`config.mk`:
```
export PLATFORM = sky130hd
export DESIGN_NAME = sim_halt_dump_ctrl
export DESIGN_NICKNAME = d
export VERILOG_FILES = /design/src/rtl/sim_halt_dump_ctrl.sv
export SDC_FILE = /design/constraint.sdc
export NUM_CORES = 1
export LEC_CHECK = 0
export CAP_MARGIN = 40
export CORE_ASPECT_RATIO = 1.2
export CORE_MARGIN = 2
export CORE_UTILIZATION = 45
export DETAILED_ROUTE_END_ITERATION = 10
export PLACE_DENSITY_LB_ADDON = 0.1
export SETUP_SLACK_MARGIN = 0.05
export SLEW_MARGIN = 0
export SYNTH_ARGS = -nofsm -noshare
export SYNTH_HDL_FRONTEND = slang
export SYNTH_SLANG_ARGS = --single-unit
export TNS_END_PERCENT = 5
```
`constraint.sdc`:
```
create_clock -name clock -period 4.55 [get_ports clock]
set_clock_uncertainty 0.15 [all_clocks]
set_input_delay 1.1375 -clock clock [delete_from_list [all_inputs] [get_ports clock]]
set_output_delay 1.1375 -clock clock [all_outputs]
set_load 0.02 [all_outputs]
```
`src/rtl/sim_halt_dump_ctrl.sv`:
```
// rtl/sim_halt_dump_ctrl.sv - end-of-run halt on trap word or timeout, then DMEM window dump
// Optional running rotate-XOR checksum of dumped words: SIM_HALT_DUMP_CHECKSUM_EN.

module sim_halt_dump_ctrl #(
   parameter int          DATA_W         = 32,
   parameter int          ADDR_W         = 32,
   parameter logic [31:0] TRAP_WORD      = 32'h44000300,
   parameter int          DUMP_BASE      = 8192,
   parameter int          DUMP_WORDS     = 10,
   parameter int          BYTES_PER_WORD = 4,
   parameter int          DRAIN_CYCLES   = 4,
   parameter int          TIMEOUT_CYCLES = 25000
) (
   input  logic              clock,
   input  logic              reset,
   input  logic              instr_valid,
   input  logic [31:0]       instr,
   output logic              halt_req,
   output logic              mem_rd_en,
   output logic [ADDR_W-1:0] mem_addr,
   input  logic [DATA_W-1:0] mem_rd_data,
   output logic              dump_valid,
   input  logic              dump_ready,
   output logic [ADDR_W-1:0] dump_addr,
   output logic [DATA_W-1:0] dump_data,
   output logic              dump_last,
   output logic              done,
   output logic              timed_out,
   output logic [31:0]       cycle_count,
   output logic [DATA_W-1:0] dump_checksum
);

   localparam int                DRN_W       = (DRAIN_CYCLES > 1) ? $clog2(DRAIN_CYCLES) : 1;
   localparam logic [DRN_W-1:0]  drain_last  = DRN_W'((DRAIN_CYCLES > 0) ? DRAIN_CYCLES - 1 : 0);
   localparam logic [15:0]       last_idx    = 16'(DUMP_WORDS - 1);
   localparam logic [ADDR_W-1:0] base_addr   = ADDR_W'(DUMP_BASE);
   localparam logic [ADDR_W-1:0] stride      = ADDR_W'(BYTES_PER_WORD);
   localparam logic [31:0]       timeout_end = 32'((TIMEOUT_CYCLES > 0) ? TIMEOUT_CYCLES - 1 : 0);
   localparam bit                timeout_en  = (TIMEOUT_CYCLES != 0);

   typedef enum logic [2:0] {
      st_run,
      st_drain,
      st_read,
      st_capture,
      st_present,
      st_done
   } state_t;

   state_t            state;
   state_t            state_nx;
   logic [DRN_W-1:0]  drain_cnt;
   logic [15:0]       idx;
   logic [ADDR_W-1:0] rd_addr;
   logic              trap_hit;
   logic              timeout_hit;
   logic              accept;

   assign trap_hit    = instr_valid && (instr == TRAP_WORD);
   assign timeout_hit = timeout_en && (cycle_count == timeout_end);
   assign accept      = (state == st_present) && dump_ready;
   assign mem_addr    = rd_addr;

   always_ff @(posedge clock or negedge reset) begin
      if (!reset) begin
         state <= st_run;
      end else begin
         state <= state_nx;
      end
   end

   always_comb begin
      state_nx   = state;
      mem_rd_en  = 1'b0;
      dump_valid = 1'b0;
      dump_last  = 1'b0;
      done       = 1'b0;
      case (state)
         st_run: begin
            if (trap_hit || timeout_hit) begin
               state_nx = st_drain;
            end
         end
         st_drain: begin
            if ((DRAIN_CYCLES == 0) || (drain_cnt == drain_last)) begin
               state_nx = st_read;
            end
         end
         st_read: begin
            mem_rd_en = 1'b1;
            state_nx  = st_capture;
         end
         st_capture: begin
            state_nx = st_present;
         end
         st_present: begin
            dump_valid = 1'b1;
            dump_last  = (idx == last_idx);
            if (dump_ready) begin
               state_nx = (idx == last_idx) ? st_done : st_read;
            end
         end
         st_done: begin
            done = 1'b1;
         end
         default: begin
            state_nx = st_run;
         end
      endcase
   end

   // cycle_count stops on the halting edge itself, so it reads the cycle index of the trap/timeout
   always_ff @(posedge clock or negedge reset) begin
      if (!reset) begin
         halt_req    <= 1'b0;
         timed_out   <= 1'b0;
         cycle_count <= '0;
         drain_cnt   <= '0;
         idx         <= '0;
         rd_addr     <= '0;
         dump_addr   <= '0;
         dump_data   <= '0;
      end else begin
         case (state)
            st_run: begin
               if (trap_hit || timeout_hit) begin
                  halt_req  <= 1'b1;
                  timed_out <= !trap_hit;
                  drain_cnt <= '0;
                  idx       <= '0;
                  rd_addr   <= base_addr;
               end else if (cycle_count != 32'hFFFF_FFFF) begin
                  cycle_count <= cycle_count + 32'd1;
               end
            end
            st_drain: begin
               drain_cnt <= drain_cnt + DRN_W'(1);
            end
            st_capture: begin
               dump_data <= mem_rd_data;
               dump_addr <= rd_addr;
            end
            st_present: begin
               if (accept) begin
                  idx     <= idx + 16'd1;
                  rd_addr <= rd_addr + stride;
               end
            end
            default: begin
            end
         endcase
      end
   end

`ifdef SIM_HALT_DUMP_CHECKSUM_EN
   always_ff @(posedge clock or negedge reset) begin
      if (!reset) begin
         dump_checksum <= '0;
      end else if (accept) begin
         dump_checksum <= {dump_checksum[DATA_W-2:0], dump_checksum[DATA_W-1]} ^ dump_data;
      end
   end
`else
   assign dump_checksum = '0;
`endif

endmodule

```
==> results.py <==
metrics = {
    "clock_network": {
        "cts_resized": 0,
        "root_buffer": "clkbuf_16",
        "clkLatencyLatePin_ns": 0.42,
        "ctsHoldBuffers": 0,
        "clock-sinks": 147,
        "post_cts_buffers": 0,
        "cts_tree": "built",
        "cts_buffers": 17,
        "cts_buffer_depth": 2,
        "clk_pin_slew_worst_paths_ns": 0.06,
        "cts-htree-levels": 4,
    },
    "min_path": {
        "min_to": "halt_req",
        "holdCritPathClass": "reg2reg",
        "whs_path_depth": 1,
        "hold_path_startpoint": "halt_req",
    },
    "job": {
        "cap_violations": 0,
    },
    "detailed_routing": {
        "ant_nets": 0,
        "drtPass1Iterations": 7,
        "drt-total-wl_um": 18400,
        "drcViolationCount": 0,
        "via_per_inst": 5.44,
        "drt-wirelength-per-cell_um": 17.1,
        "vias": 5837,
        "drt_iter0_markers": 350,
    },
    "timing": {
        "setup_violations": 0,
        "rsz0062_at_grt": "false",
        "setup_tns_ns": 0,
        "fmax_mhz": 264,
        "post-route-min-period_ns": 3.79,
        "drv_slew": 0,
        "tightest_slew_ns": 0.801,
        "relSlewSlack": 0.466,
        "finalCritPeriodShare": 0.834,
        "hold_violations": 0,
    },
    "power_and_ir_drop": {
        "p_clk_frac": 0.487,
        "internal-power_uw": 2280,
        "power.leakage_uw": 0.00423,
        "combPwrFrac": 0.062,
        "switchingPower_uw": 669,
        "seq_power_share": 0.450,
        "sw_frac_of_total": 0.227,
        "power.density_mw_per_mm2": 299,
        "ir_drop_mv": 0.245,
    },
    "logic_synthesis": {
        "syn_area_per_cell_um2": 10.9,
        "synth_edf_count": 0,
        "syn_area_mm2": 0.00719,
        "synth_top_area_share": 0.512,
        "seq_area_frac_synth": 0.512,
        "ys_ff_latch": 147,
        "synth.area.top_cells": "dfrtp_1 (51%), mux2_2 (9.7%), buf_4 (3.8%)",
        "synthFlopType": "dfrtp_1",
        "synth_area_leader_cell": "dfrtp_1",
        "synthArstFlopShare": 1.00,
        "synth_cell_type_count": 61,
        "yosysWarningCount": 0,
        "synth_common_cells": "dfrtp_1 (147), mux2_2 (62), nand3_1 (48), nand2_1 (42), buf_4 (36)",
        "synth_most_common_cell": "dfrtp_1",
        "synth_cells": 657,
    },
    "critical_path": {
        "arrival_ns": 2.51,
        "critPathMaxStageDelay_ns": 0.65,
        "path_buf_inv": 1,
        "cp_slowest_cell": "or3b_1",
        "reg2reg_depth": 7,
        "required_ns": 3.26,
        "startpoint_type": "flip-flop",
        "r2r-start": "state[0]",
        "crit_family": "simple AND/OR/NAND/NOR gates",
        "critical_path_class": "reg2out",
        "cp_max_fo": 14,
        "worstPathCellList": "or3b_1 > nor2_1 > clkdlybuf4s50_1",
        "crit_path_end_kind": "primary output",
        "path_depth": 3,
        "r2r_slack_ns": 1.58,
        "r2r-end": "idx[10]",
    },
    "floorplan": {
        "die_w_um": 119,
        "ios": 234,
        "start_util": 0.460,
        "die_area_mm2": 0.0170,
        "row_count": 50,
        "core-area_mm2": 0.0156,
        "die_y_um": 142,
    },
    "finish": {
        "fin_area_mm2": 0.00987,
        "insertedDiodeCount": 0,
        "area_growth_pct": 37.3,
        "nNetsFinal": 924,
        "layout-drive-gt1-share": 0.137,
        "stdcell_count": 1072,
    },
    "placed_design": {
        "place_congestion": 0.859,
        "numPortBuffers": 197,
        "dp_hpwl_um": 13200,
        "dp.cells": 1040,
        "post_dp_cell_area_mm2": 0.00926,
    },
    "global_routing": {
        "grt_overflow": 0,
        "grt_max_degree": 92,
        "antenna_found_initial": 0,
        "grt_first_pass_wirelength_um": 30200,
        "grt_usage": 0.223,
        "grt_pass1_vias": 5786,
    },
    "outcome": {
        "status": "finished clean",
    },
}
## layer usage
layer / global-route usage / part of all wire
met1: 0.274 / 0.41
met2: 0.388 / 0.52
met3: 0.0441 / 0.049
met4: 0.0830 / 0.023
met5: 0 / 0
## state kept, by name, indices dropped and copies added, names as in the netlist
name / flops
mem_addr: 30
idx: 16
state: 3
dump_addr: 30
timed_out: 1
dump_data: 32
halt_req: 1
cycle_count: 32
drain_cnt: 2
## power groups by stage
stage / sequential [uW] / combinational, uW / clock [uW]
finish: 1330 / 183 / 1440
floorplan: 1370 / 65.5 / 0
CTS: 1330 / 186 / 1470
global route: 1330 / 196 / 1530
global placement: 1350 / 179 / 0
detailed placement: 1350 / 185 / 0
## cell families (layout without fill, tap and decap cells)
family	count (synthesis)	count (layout)	share of synthesized area
mux	70	70	0.108
other cells	1	36	0.000522
fa+ha+maj	5	5	0.00870
flops	147	147	0.512
xor+xnor	30	30	0.0365
compound gates	85	85	0.0767
buf+inv	74	246	0.0604
simple gates	245	245	0.197
## worst max path at each step
| stage | startpoint | endpoint |
|---|---|---|
| 2_1_floorplan | instr[3] | mem_addr[25] |
| 3_3_place_gp | instr[21] | mem_addr[16] |
| 3_5_place_dp | instr[1] | mem_addr[16] |
| 4_1_cts | state[0] | dump_last |
| 5_1_grt | state[0] | dump_last |
| 6_report | state[0] | dump_last |
## through the flow
step / hold WS [ns] / utilization / power, uW / setup slack, ns
final: 0.317 / 0.631 / 2950 / 0.757
after global routing: 0.330 / 0.631 / 3060 / 0.625
after CTS: 0.323 / 0.631 / 2980 / 0.722
after detailed placement: 0.306 / 0.592 / 1540 / 0.908
after global placement: 0.312 / 0.590 / 1530 / 0.827
after floorplan: 0.302 / - / 1440 / 1.64
## cells in the final DEF (no fill, tap or decap), types with 4 or more instances in the layout
cell type,n
nor2_1,23
a31oi_1,5
nand2_1,42
o22ai_1,4
o21ai_0,31
or3_1,5
nor4_1,15
nor3_1,16
mux2_2,62
dfrtp_1,147
inv_1,7
buf_4,6
a21oi_1,13
clkdlybuf4s50_1,196
and2_1,8
mux2i_1,8
ha_1,5
xnor2_1,29
nand3_1,48
and3_1,20
and4_1,6
clkbuf_16,17
conb_1,36
clkinvlp_4,5
nor4b_1,5
a22o_1,8
a211o_1,6
nand4_1,29
## cell type report
| cell class | instances | area (um^2) |
|---|---|---|
| inverters | 8 | 30.0 |
| well taps | 208 | 260 |
| flip-flops and latches | 147 | 3680 |
| clock inverters | 14 | 179 |
| fillers | 1300 | 5770 |
| clock buffers | 18 | 429 |
| repair buffers | 206 | 2080 |
| multi-input cells | 471 | 3210 |
No activity file was read; power rests on OpenSTA's default activity.
